`config.mk`:
```
export PLATFORM = sky130hd
export DESIGN_NAME = uart_tx_engine
export DESIGN_NICKNAME = d
export VERILOG_FILES = /design/src/rtl/uart_tx_engine.sv
export SDC_FILE = /design/constraint.sdc
export NUM_CORES = 1
export LEC_CHECK = 0
export ABC_CLOCK_PERIOD_IN_PS = 5200
export CORE_MARGIN = 2
export CORE_UTILIZATION = 45
export CTS_BUF_LIST = sky130_fd_sc_hd__clkbuf_16
export DETAILED_ROUTE_END_ITERATION = 12
export HOLD_SLACK_MARGIN = 0.12
export PLACE_DENSITY_LB_ADDON = 0.2
export SETUP_SLACK_MARGIN = 0.2
export SKIP_CTS_REPAIR_TIMING = 1
export SYNTH_ARGS = -nofsm -noshare
export SYNTH_HDL_FRONTEND = slang
export SYNTH_SLANG_ARGS = --single-unit
```
`constraint.sdc`:
```
create_clock -name clk -period 5.2 [get_ports clk]
set_input_delay 1.04 -clock clk [delete_from_list [all_inputs] [get_ports clk]]
set_output_delay 1.04 -clock clk [all_outputs]
set_load 0.02 [all_outputs]
```
`src/rtl/uart_tx_engine.sv`:
```
// UART transmit engine: valid/ready byte intake into a one-entry holding
// register, framed serially (start, 8 data LSB-first, optional parity, stop bits).
module uart_tx_engine #(
  parameter int CLKS_PER_BIT = 5208,
  parameter int PARITY_EN    = 0,
  parameter int PARITY_ODD   = 0,
  parameter int STOP_BITS    = 1
) (
  input  logic       clk,
  input  logic       txrst,
  input  logic [7:0] tx_data,
  input  logic       tx_valid,
  output logic       tx_ready,
  output logic       Tx,
  output logic       tx_busy,
  output logic       tx_done
);

  localparam int CW = $clog2(CLKS_PER_BIT);
  localparam logic [CW-1:0] BAUD_LAST = CW'(CLKS_PER_BIT - 1);
  localparam logic [2:0]    STOP_LAST = 3'(STOP_BITS - 1);
  localparam logic          ODD_BIT   = (PARITY_ODD != 0);
  localparam logic          PAR_ON    = (PARITY_EN != 0);

  typedef enum logic [2:0] {IDLE, START, DATA, PARITY, STOP} state_t;

  state_t        state, next_state;
  logic [CW-1:0] baud_cnt;
  logic [2:0]    bit_idx;
  logic [7:0]    shift;
  logic [7:0]    hold_data;
  logic          hold_full;
  logic          parity_bit;
  logic          load;
  logic          line_next;
  logic          busy_next;
  logic          done_next;
  logic          baud_last;
  logic          accept;

  assign tx_ready  = ~hold_full;
  assign accept    = tx_valid & tx_ready;
  assign baud_last = (baud_cnt == BAUD_LAST);

  always_ff @(posedge clk or posedge txrst) begin
    if (txrst) state <= IDLE;
    else       state <= next_state;
  end

  // Line/busy/done values are computed from the current state and registered,
  // so the visible frame trails the FSM by one cycle.
  always_comb begin
    next_state = state;
    load       = 1'b0;
    line_next  = 1'b1;
    busy_next  = 1'b1;
    done_next  = 1'b0;
    unique case (state)
      IDLE: begin
        busy_next = 1'b0;
        if (hold_full) begin
          load       = 1'b1;
          next_state = START;
        end
      end
      START: begin
        line_next = 1'b0;
        if (baud_last) next_state = DATA;
      end
      DATA: begin
        line_next = shift[0];
        if (baud_last && bit_idx == 3'd7) next_state = PAR_ON ? PARITY : STOP;
      end
      PARITY: begin
        line_next = parity_bit;
        if (baud_last) next_state = STOP;
      end
      STOP: begin
        if (baud_last && bit_idx == STOP_LAST) begin
          done_next = 1'b1;
          if (hold_full) begin
            load       = 1'b1;
            next_state = START;
          end else begin
            next_state = IDLE;
          end
        end
      end
      default: next_state = IDLE;
    endcase
  end

  // Baud and bit counters restart on every state change and rest in IDLE.
  always_ff @(posedge clk or posedge txrst) begin
    if (txrst) begin
      baud_cnt <= '0;
      bit_idx  <= '0;
    end else if (next_state != state || state == IDLE) begin
      baud_cnt <= '0;
      bit_idx  <= '0;
    end else if (baud_last) begin
      baud_cnt <= '0;
      bit_idx  <= bit_idx + 3'd1;
    end else begin
      baud_cnt <= baud_cnt + CW'(1);
    end
  end

  always_ff @(posedge clk or posedge txrst) begin
    if (txrst) begin
      hold_data  <= '0;
      hold_full  <= 1'b0;
      shift      <= '0;
      parity_bit <= 1'b0;
    end else begin
      if (accept) begin
        hold_data <= tx_data;
        hold_full <= 1'b1;
      end else if (load) begin
        hold_full <= 1'b0;
      end
      if (load) begin
        shift      <= hold_data;
        parity_bit <= (^hold_data) ^ ODD_BIT;
      end else if (state == DATA && baud_last) begin
        shift <= shift >> 1;
      end
    end
  end

  always_ff @(posedge clk or posedge txrst) begin
    if (txrst) begin
      Tx      <= 1'b1;
      tx_busy <= 1'b0;
      tx_done <= 1'b0;
    end else begin
      Tx      <= line_next;
      tx_busy <= busy_next;
      tx_done <= done_next;
    end
  end

endmodule

```
==> results.sh <==
export IMPL_syn_to_final_growth_pct=14.3
export IMPL_grt_pass1_vias=1432
export IMPL_synth_flop_cell="dfrtp_1"
export IMPL_hp_class="flip-flop to flip-flop"
export IMPL_cts_path_max_buffers=2
export IMPL_insertion_delay_ps=280
export IMPL_async_reset_ff_share_pct=100
export IMPL_worst_ep_arrival_time_ps=2680
export IMPL_power_total_mw=1.09
export IMPL_drive_above_1_share_pct=13.8
export IMPL_sw_frac_of_total_pct=30.7
export IMPL_die_y_um=71.4
export IMPL_pwr_share_seq_pct=44.7
export IMPL_ys_seq_area_share_pct=49.0
export IMPL_synthDistinctLibCells=39
export IMPL_antenna_found_initial=0
export IMPL_diodes=0
export IMPL_grt_pass1_wl_um=6690
export IMPL_layout_min_cycle_time_ps=2520
export IMPL_drc=0
export IMPL_finalWirelength_um=3890
export IMPL_grt_usage_pct=16.7
export IMPL_p_int_mw=0.756
export IMPL_max_cap_violations=0
export IMPL_synth_area_leaders="dfrtp_1, xnor2_1, mux2_2"
export IMPL_min_delay_start="parity_bit"
export IMPL_yosysMostFrequentCell="dfrtp_1"
export IMPL_final_area_sq_mm=0.00234
export IMPL_coreArea_sq_mm=0.00435
export IMPL_outcome="finished, final reports clean"
export IMPL_cp_start_kind="flip-flop"
export IMPL_p_leak_nw=1.02
export IMPL_cts_root_buf="clkbuf_16"
export IMPL_max_slew_margin_pct=27.2
export IMPL_ios=15
export IMPL_hold_viol_final=0
export IMPL_clkSinkCount=40
export IMPL_numCtsBuffers=5
export IMPL_synth_nets=203
export IMPL_combPwrFrac_pct=28.9
export IMPL_critical_path_cell_chain="ha_1 -> and4bb_2 -> nand4_1 -> a21oi_1 -> mux2_2"
export IMPL_synth_common_cells="dfrtp_1, nor2_1, xnor2_1"
export IMPL_synthDominantCellAreaShare_pct=47.7
export IMPL_synth_warnings=0
export IMPL_avgRoutedWirePerCell_um=15.3
export IMPL_fmax_mhz=397
export IMPL_dpl_hpwl_um=2680
export IMPL_netlist_instances=188
export IMPL_rsz0062_at_grt="false"
export IMPL_crit_buf_inv=0
export IMPL_avgSynthCellArea_sq_um=10.9
export IMPL_dieArea_sq_mm=0.00510
export IMPL_tightest_slew_ps=1090
export IMPL_p_switching_mw=0.334
export IMPL_cts_tree="yes"
export IMPL_utilization_pct=53.7
export IMPL_fin_crit_sh_pct=48.4
export IMPL_drt_iter0_markers=98
export IMPL_power_share_clock_pct=26.4
export IMPL_cts_reportedPaths_clkPinSlew_ps=60
export IMPL_worst_slack_ps=2680
export IMPL_synth_enable_flop_cells=0
export IMPL_fin_hold_ws_ps=508
export IMPL_final_cell_count_no_fill=255
export IMPL_vias=1412
export IMPL_dr_pass1_iters=4
export IMPL_setup_viol=0
export IMPL_reg2reg_slack_ps=2680
export IMPL_crit_start="baud_cnt[0]"
export IMPL_fin_tns_setup_ps=0
export IMPL_drt_vias_per_instance=5.54
export IMPL_io_buffers=14
export IMPL_syn_cell_area_sq_mm=0.00204
export IMPL_gp_congestion=0.793
export IMPL_h_tree_depth=2
export IMPL_crit_fanout=11
export IMPL_drtAntennaViolNets=0
export IMPL_place_inst=247
export IMPL_synth_seq_cells=40
export IMPL_die_x_um=71.4
export IMPL_fill_cells=388
export IMPL_path_delay_family="compound AO/OA/AOI/OAI gates"
export IMPL_nNetsFinal=217
export IMPL_finalMaxSlewViolations=0
export IMPL_grt_max_degree=41
export IMPL_cpPeakStageDelay_ps=890
export IMPL_powerDensity_mw_per_mm2=467
export IMPL_synth_largest_area_cell="dfrtp_1"
export IMPL_path_class="flip-flop to flip-flop"
export IMPL_crit_path_end_kind="flip-flop"
export IMPL_skew_ps=2.13
export IMPL_crit_required_ps=5360
export IMPL_ir_worst_vdd_mv=0.148
export IMPL_rr_startpoint="baud_cnt[0]"
export IMPL_worst_path_max_delay_cell="a21oi_1"
export IMPL_start_util_pct=47.0
export IMPL_dp_slack_ps=2520
export IMPL_place_area_sq_mm=0.00220
export IMPL_grt_ovfl_total=0
export IMPL_rows=24
==> layer usage <==
metal	share of wire (%)	vias up	GRT usage, %
met3	2.4	7	4.22
met2	49	23	27.6
li1	-	689	-
met4	1.7	0	5.66
met1	47	693	21.6
met5	0	-	0
==> kinds of logic (layout without fill, tap and decap cells) <==
kind of cell,after synthesis,in the layout,share of synthesized area [%]
and+or+nand+nor,72,72,19.3
DFF,40,40,49.0
muxes,14,14,7.77
xor gates and xnor gates,20,20,8.57
buffers and inverters,14,29,3.86
adders and majority gates,4,4,2.45
AOI/OAI and AO/OA,24,24,9.00
==> cell usage in the layout (no fill, tap or decap), types with 2 or more instances in the layout <==
master / count
nor4_1: 3
mux2i_1: 2
dfrtp_1: 39
a221o_1: 6
inv_1: 8
clkbuf_16: 5
a21oi_1: 11
xnor2_1: 16
and4bb_2: 3
and3_1: 2
or3b_2: 2
xor2_1: 4
nand4_1: 2
nor2_1: 16
nand3_1: 8
ha_1: 4
nor3_1: 10
nand2_1: 15
mux2_2: 11
clkdlybuf4s50_1: 14
nor2b_1: 3
==> worst paths after layout <==
path / depth (start not counted) / endpoint
worst max register to register: 5 / shift[7]
worst min-delay path: 1 / parity_bit
worst min register to register: 1 / parity_bit
worst max-delay path: 5 / shift[7]
max in group asynchronous: 3 / Tx
min in group asynchronous: 3 / hold_data[7]
==> power by group through the flow <==
stage | sequential [mW] | clock [mW] | combinational (mW)
2_1_floorplan | 0.470 | 0 | 0.263
3_3_place_gp | 0.488 | 0 | 0.309
3_5_place_dp | 0.492 | 0 | 0.320
4_1_cts | 0.489 | 0.293 | 0.321
5_1_grt | 0.502 | 0.305 | 0.350
6_report | 0.487 | 0.288 | 0.315
==> flip-flops by register name, indices dropped and copies added (netlist names) <==
register	flops
parity_bit	1
hold_full	1
baud_cnt	13
hold_data	8
bit_idx	3
tx_done	1
state	3
Tx	1
tx_busy	1
shift	8
==> cell type report <==
cell class                 count  area [sq um]  area share (%)
sequential                    40          1000            42.9
multi-input combinational    134           963            41.2
timing repair buffer          15           148            6.32
clock buffer                   5           125            5.35
tap                           52          65.1            2.78
inverter                       6          22.5           0.964
clock inverter                 3          11.3           0.482
==> worst reg2reg max path, cell delays in order (launching register included) <==
cell	delay [ps]
dfrtp_1	400
ha_1	270
and4bb_2	290
nand4_1	130
a21oi_1	890
mux2_2	430
Note: power is estimated with default switching activity, not from simulation.
